File: src/rtl/sram_wb_responder_pkg.sv
`default_nettype none
// ============================================================================
//  Module      : sram_wb_responder_pkg
//  Description : Shared definitions for the SRAM Wishbone responder and the
//                benches that drive it: FSM state encoding, the full-word
//                byte-select constant and a byte-lane expansion helper.
//  Revision    : 1.0 - initial release
// ============================================================================
package sram_wb_responder_pkg;

    typedef enum logic [1:0] {
        IDLE    = 2'd0,
        READ    = 2'd1,
        WAIT    = 2'd2,
        RESPOND = 2'd3
    } state_t;

    // All four byte lanes selected.
    localparam logic [3:0] SELECT_WORD = 4'hF;

    // Expands a 4-bit byte select into a 32-bit bit mask (lane n -> [8n+7:8n]).
    function automatic logic [31:0] lane_mask(input logic [3:0] sel);
        logic [31:0] mask;
        mask = '0;
        for (int i = 0; i < 4; i++) begin
            mask[8*i +: 8] = {8{sel[i]}};
        end
        return mask;
    endfunction

endpackage
`default_nettype wire

File: src/rtl/sram_wb_responder_if.sv
`default_nettype none
// ============================================================================
//  Module      : sram_wb_responder_if
//  Description : Single-word user-space bus between an initiator (bridge or
//                bench) and the SRAM responder.
//                master : drives wbEnable/wbWriteEnable/wbByteSelect/
//                         wbAddress/wbDataWrite, observes wbDataRead/wbBusy
//                slave  : the opposite directions
//  Revision    : 1.0 - initial release
// ============================================================================
interface sram_wb_responder_if;

    logic        wbEnable;
    logic        wbWriteEnable;
    logic [3:0]  wbByteSelect;
    logic [31:0] wbAddress;
    logic [31:0] wbDataWrite;
    logic [31:0] wbDataRead;
    logic        wbBusy;

    modport master (
        output wbEnable, wbWriteEnable, wbByteSelect, wbAddress, wbDataWrite,
        input  wbDataRead, wbBusy
    );

    modport slave (
        input  wbEnable, wbWriteEnable, wbByteSelect, wbAddress, wbDataWrite,
        output wbDataRead, wbBusy
    );

endinterface
`default_nettype wire

File: src/rtl/sram_wb_responder.sv
`default_nettype none
// ============================================================================
//  Module      : sram_wb_responder
//  Description : Services single-word bus reads/writes from one single-port
//                SRAM macro with active-low controls and one-cycle read
//                latency. Supports byte-lane writes, masked reads and a
//                configurable number of wait states before each response.
//  Ports       : clk, rst            - clock, synchronous active-high reset
//                wb (slave modport)  - request/response bus
//                sramCSB/sramWEB     - active-low chip select / write enable
//                sramWMask           - byte write mask
//                sramAddress         - word address
//                sramDataWrite/Read  - macro data in/out
//  Revision    : 1.0 - initial release
// ============================================================================
module sram_wb_responder
    import sram_wb_responder_pkg::*;
#(
    parameter int ADDRESS_WIDTH = 9,
    parameter int WAIT_STATES   = 0
) (
    input  wire logic                     clk,
    input  wire logic                     rst,
    sram_wb_responder_if.slave            wb,
    output logic                          sramCSB,
    output logic                          sramWEB,
    output logic [3:0]                    sramWMask,
    output logic [ADDRESS_WIDTH-1:0]      sramAddress,
    output logic [31:0]                   sramDataWrite,
    input  wire logic [31:0]              sramDataRead
);

    // State reached once the SRAM access itself is done.
    localparam state_t     c_AFTER_ACCESS = (WAIT_STATES > 0) ? WAIT : RESPOND;
    localparam logic [2:0] c_WAIT_LOAD    = (WAIT_STATES > 0) ? 3'(WAIT_STATES - 1) : 3'd0;

    state_t      r_state;
    state_t      w_state_next;
    logic [2:0]  r_wait_cnt;
    logic [3:0]  r_read_sel;
    logic [31:0] r_data_read;
    logic        w_cmd;

    // Address bits outside the word window are decoded upstream.
    wire w_unused_addr_bits = &{1'b0, wb.wbAddress[31:ADDRESS_WIDTH+2], wb.wbAddress[1:0]};

    // The SRAM is commanded only during the IDLE cycle of a request; reset
    // overrides so the macro sees nothing while rst is high.
    assign w_cmd = (r_state == IDLE) && wb.wbEnable && !rst;

    always_ff @(posedge clk) begin
        if (rst) begin
            r_state <= IDLE;
        end else begin
            r_state <= w_state_next;
        end
    end

    always_comb begin
        w_state_next = r_state;
        case (r_state)
            IDLE: begin
                if (wb.wbEnable) begin
                    w_state_next = wb.wbWriteEnable ? c_AFTER_ACCESS : READ;
                end
            end
            READ:    w_state_next = c_AFTER_ACCESS;
            WAIT: begin
                if (r_wait_cnt == 3'd0) begin
                    w_state_next = RESPOND;
                end
            end
            RESPOND: w_state_next = IDLE;
            default: w_state_next = IDLE;
        endcase
    end

    // Wait counter, captured read select and read data register.
    // The select is latched at command time so a request withdrawn early
    // still returns a consistently masked word.
    always_ff @(posedge clk) begin
        if (rst) begin
            r_wait_cnt  <= 3'd0;
            r_read_sel  <= 4'd0;
            r_data_read <= 32'd0;
        end else begin
            if ((w_state_next == WAIT) && (r_state != WAIT)) begin
                r_wait_cnt <= c_WAIT_LOAD;
            end else if ((r_state == WAIT) && (r_wait_cnt != 3'd0)) begin
                r_wait_cnt <= r_wait_cnt - 3'd1;
            end

            if (w_cmd && !wb.wbWriteEnable) begin
                r_read_sel <= wb.wbByteSelect;
            end

            if (r_state == READ) begin
                r_data_read <= sramDataRead & lane_mask(r_read_sel);
            end
        end
    end

    always_comb begin
        sramCSB       = 1'b1;
        sramWEB       = 1'b1;
        sramWMask     = 4'd0;
        sramAddress   = '0;
        sramDataWrite = 32'd0;
        if (w_cmd) begin
            sramCSB       = 1'b0;
            sramWEB       = !wb.wbWriteEnable;
            sramWMask     = wb.wbWriteEnable ? wb.wbByteSelect : 4'd0;
            sramAddress   = wb.wbAddress[ADDRESS_WIDTH+1:2];
            sramDataWrite = wb.wbDataWrite;
        end
    end

    // During reset the state may still read RESPOND for this cycle, so busy
    // simply follows the request.
    assign wb.wbBusy     = wb.wbEnable && (rst || (r_state != RESPOND));
    assign wb.wbDataRead = r_data_read;

endmodule
`default_nettype wire

File: src/flat_wrapper.sv
// flat-port wrapper written by rule: the top's interface ports become plain ports
module sram_wb_responder_flat import sram_wb_responder_pkg::*;
#(
    parameter int ADDRESS_WIDTH = 9,
    parameter int WAIT_STATES   = 0
)
  (clk, rst, sramCSB, sramWEB, sramWMask, sramAddress, sramDataWrite, sramDataRead, wb_wbEnable, wb_wbWriteEnable, wb_wbByteSelect, wb_wbAddress, wb_wbDataWrite, wb_wbDataRead, wb_wbBusy);
  sram_wb_responder_if wb_i ();
  input  wire logic clk;
  input  wire logic rst;
  output logic sramCSB;
  output logic sramWEB;
  output logic [3:0] sramWMask;
  output logic [ADDRESS_WIDTH-1:0] sramAddress;
  output logic [31:0] sramDataWrite;
  input  wire logic [31:0] sramDataRead;
  input wire logic [$bits(wb_i.wbEnable)-1:0] wb_wbEnable;
  input wire logic [$bits(wb_i.wbWriteEnable)-1:0] wb_wbWriteEnable;
  input wire logic [$bits(wb_i.wbByteSelect)-1:0] wb_wbByteSelect;
  input wire logic [$bits(wb_i.wbAddress)-1:0] wb_wbAddress;
  input wire logic [$bits(wb_i.wbDataWrite)-1:0] wb_wbDataWrite;
  output wire logic [$bits(wb_i.wbDataRead)-1:0] wb_wbDataRead;
  output wire logic [$bits(wb_i.wbBusy)-1:0] wb_wbBusy;
  assign wb_i.wbEnable = wb_wbEnable;
  assign wb_i.wbWriteEnable = wb_wbWriteEnable;
  assign wb_i.wbByteSelect = wb_wbByteSelect;
  assign wb_i.wbAddress = wb_wbAddress;
  assign wb_i.wbDataWrite = wb_wbDataWrite;
  assign wb_wbDataRead = wb_i.wbDataRead;
  assign wb_wbBusy = wb_i.wbBusy;
  sram_wb_responder #(.ADDRESS_WIDTH(ADDRESS_WIDTH), .WAIT_STATES(WAIT_STATES)) u_core (.clk(clk), .rst(rst), .wb(wb_i), .sramCSB(sramCSB), .sramWEB(sramWEB), .sramWMask(sramWMask), .sramAddress(sramAddress), .sramDataWrite(sramDataWrite), .sramDataRead(sramDataRead));
endmodule
File: config.mk
export PLATFORM = sky130hd
export DESIGN_NAME = sram_wb_responder_flat
export DESIGN_NICKNAME = d
export VERILOG_FILES = /design/src/rtl/sram_wb_responder_pkg.sv /design/src/rtl/sram_wb_responder_if.sv /design/src/rtl/sram_wb_responder.sv /design/src/flat_wrapper.sv
export SDC_FILE = /design/constraint.sdc
export NUM_CORES = 1
export LEC_CHECK = 0
export CELL_PAD_IN_SITES_DETAIL_PLACEMENT = 0
export CELL_PAD_IN_SITES_GLOBAL_PLACEMENT = 1
export CORE_ASPECT_RATIO = 1.25
export CORE_MARGIN = 4
export CORE_UTILIZATION = 18
export CTS_BUF_LIST = sky130_fd_sc_hd__clkbuf_4 sky130_fd_sc_hd__clkbuf_8
export DETAILED_ROUTE_END_ITERATION = 12
export PLACE_DENSITY = 0.85
export SLEW_MARGIN = 30
export SYNTH_ARGS = -nofsm -noshare
export SYNTH_HDL_FRONTEND = slang
export SYNTH_SLANG_ARGS = --single-unit
File: constraint.sdc
create_clock -name clk -period 1.55 [get_ports clk]
set_input_delay 0.155 -clock clk [delete_from_list [all_inputs] [get_ports clk]]
set_output_delay 0.155 -clock clk [all_outputs]
set_load 0.005 [all_outputs]
==> results.json <==
{
  "criticalPathCategory": "flop to output port",
  "viasPerCell": 4.206,
  "p_leak_nw": 1.896,
  "violations": "setup timing",
  "power_switching_mw": 1.163,
  "dpl_worst_slack_ns": -0.3477,
  "synth_area_um2": 1999,
  "worst_pin_slew_ns": 0.4462,
  "port_buffers": 160,
  "fin_skew_ns": 0.005666,
  "yosys-top-cells-area": "dfxtp_1 (41%), and2_1 (14%), a21oi_1 (8.0%)",
  "synthFlopType": "dfxtp_1",
  "share_comb_of_total_power": 0.500,
  "cts_hold_buf": 0,
  "cp.arrival_ns": 1.59,
  "worstPathRequired_ns": 1.39,
  "numCtsBuffers": 5,
  "ir_worst_vdd_mv": 0.3399,
  "powerDensity_nw_per_um2": 926.5,
  "synth_top_area_frac": 0.4105,
  "synth_xor_area_frac": 0.004380,
  "grt_pass1_wl_um": 12430,
  "clock-root-buffer": "clkbuf_8",
  "vias": 2364,
  "synthAdderAreaFrac": 0.03755,
  "area_growth_syn_to_layout_pct": 121.4,
  "multi_input_area_um2": 1217,
  "status": "finished with violations",
  "layout_setup_ws_ns": -0.1903,
  "crit_path_end_kind": "output port",
  "min_period_ns": 1.740,
  "final_cell_area_um2": 4427,
  "setup_viol": 47,
  "synthArstFlopShare": 0,
  "synth_enable_flop_cells": 0,
  "start_util": 0.1865,
  "switching_share": 0.2836,
  "clkLatencyLatePin_ns": 0.29,
  "die_w_um": 102.3,
  "die_area_um2": 12870,
  "dpl-instance-area_um2": 3816,
  "place_inst": 537,
  "drt_first_iter_violations": 59,
  "clock_sinks": 41,
  "fmax_mhz": 574.6,
  "power.share.clock": 0.221,
  "synth_area_leader_cell": "dfxtp_1",
  "relSlewSlack": 0.7025,
  "drive_gt1_frac": 0.3341,
  "grt_pass1_vias": 2422,
  "grt_max_degree": 40,
  "clk_path_buf_depth": 2,
  "antenna_found_initial": 5,
  "finalWeightedCongestion": 0.7203,
  "pwr-share-seq": 0.279,
  "rsz0062_at_grt": "yes",
  "synth_mux_area_frac": 0.02503,
  "final_core_util": 0.4129,
  "top_level_ports": 184,
  "cpPeakStageDelay_ns": 0.33,
  "drtPass1Iterations": 4,
  "syn_avg_cell_area_um2": 8.128,
  "intPower_mw": 2.938,
  "slew_violations": 0,
  "syn_inst": 246,
  "drc": 0,
  "core_area_um2": 10720,
  "cts_htree_levels": 2,
  "synth-simple-area-share": 0.3579,
  "min_path_type": "primary input to flop",
  "slowest_stage": "dfxtp_2",
  "ys_types": 25,
  "path_clk_slew_ns": 0.08,
  "tns_ns": -6.962,
  "min_period_over_period": 1.123,
  "synthTopCellsByCount": "and2_1 (45), nor2_1 (42), dfxtp_1 (41), a21oi_1 (32), nor2b_1 (25)",
  "synth_nets": 356,
  "routedWlPerCell_um": 15.97,
  "p_total_mw": 4.102,
  "layout.nets": 537,
  "ys_ff_latch": 41,
  "synth_top_family_by_area": "simple AND/OR/NAND/NOR gates",
  "nFillCells": 1047,
  "seq_area_um2": 823.3,
  "row_count": 42,
  "ys_seq_area_frac": 0.4105,
  "final_cells": 562,
  "startpoint_type": "flop",
  "cp_max_fo": 6,
  "fin_hold_ws_ns": 0.4620,
  "ant_nets": 0,
  "hpwl_um": 6409,
  "synth-compound-area-share": 0.1064,
  "hold_viol_final": 0,
  "cp_cell_sequence": "inv_2 > ha_4 > and3_4 > buf_12 > clkbuf_16 > and2_4 > buf_6",
  "globalRouteOverflowTotal": 0,
  "drt-total-wl_um": 8973,
  "ys_warn_count": 0,
  "grt_usage": 0.1251,
  "yosysMostFrequentCell": "and2_1",
  "cts_tree": "yes",
  "maxCapViolations": 0,
  "die_y_um": 125.8
}
[power groups by stage]
stage	clock, mW	combinational, mW	sequential [mW]
2_1_floorplan	0	0.618	1.18
3_3_place_gp	0	1.42	1.16
3_5_place_dp	0	1.45	1.16
4_1_cts	0.978	1.76	1.15
5_1_grt	1.01	2.20	1.15
6_report	0.907	2.05	1.15
[layout make-up]
cell class,count,share of cell area
well taps,132,0.03731
inverters,7,0.006501
flip-flops and latches,41,0.1860
diodes,2,0.001131
clock inverters,1,0.006783
clock buffers,7,0.02035
repair buffers,192,0.4669
multi-input cells,180,0.2750
[routing by layer]
layer | GRT usage | vias up | wire, µm | share of wire
li1 | - | 1147 | - | -
met1 | 0.1157 | 1064 | 2951 | 0.33
met2 | 0.2319 | 133 | 4526 | 0.50
met3 | 0.07135 | 14 | 1352 | 0.15
met4 | 0.03012 | 6 | 107 | 0.012
met5 | 0 | - | 35 | 0.0039
[sequential cells by signal, indices dropped and copies added, names as in the netlist]
register              flops
u_core.r_state            2
u_core.r_wait_cnt         3
u_core.r_read_sel         4
u_core.wb.wbDataRead     32
[logic make-up after synthesis]
group,count (synthesis)
compound gates,39
xor+xnor,1
fa+ha+maj,6
buf+inv,25
flops,41
mux,5
simple gates,129
[what timing repair did]
| item | in CTS | in global routing |
|---|---|---|
| gates cloned | 5 | 2 |
| gates resized for setup | 241 | 68 |
| hold endpoints to repair | 0 | 0 |
| endpoints found under the setup margin | 58 | 75 |
| buffers inserted | 6 | 4 |
| pin swaps | 16 | 23 |
[final timing paths]
kind | from | to | slack (ns) | depth (start not counted)
hold reg to reg | u_core.r_read_sel[2]$_SDFFE_PP0P_ | u_core.r_read_sel[2]$_SDFFE_PP0P_ | 0.49 | 2
setup reg to reg | u_core.r_state[1]$_SDFF_PP0_ | u_core.r_wait_cnt[2]$_SDFFE_PP0P_ | 0.07 | 7
setup / recovery | u_core.r_state[0]$_SDFF_PP0_ | sramDataWrite[10] | -0.19 | 7
hold / removal | sramDataRead[14] | u_core.wb.wbDataRead[14]$_SDFFE_PP0P_ | 0.46 | 3
[placed cells by master, fill, tap and decap left out, types with 5 or more instances in the layout]
cell | Yosys | routed
buf_6 | 1 | 48
nor2b_1 | 25 | 24
a21oi_1 | 32 | 32
clkbuf_8 | 0 | 6
buf_4 | 1 | 15
and2_4 | 0 | 37
nor2_1 | 42 | 42
and2b_1 | 8 | 8
mux2i_1 | 5 | 5
dfxtp_1 | 41 | 39
and3_4 | 0 | 5
and2_1 | 45 | 6
buf_2 | 8 | 6
buf_16 | 0 | 5
clkdlybuf4s50_1 | 0 | 112
[worst max-delay path: cells and delay by family (launching register included)]
kind	cells	cell delay [ns]
flops	1	0.33
buf+inv	4	0.46
fa+ha+maj	1	0.13
simple gates	2	0.37
Note: power is estimated with default switching activity, not from simulation.
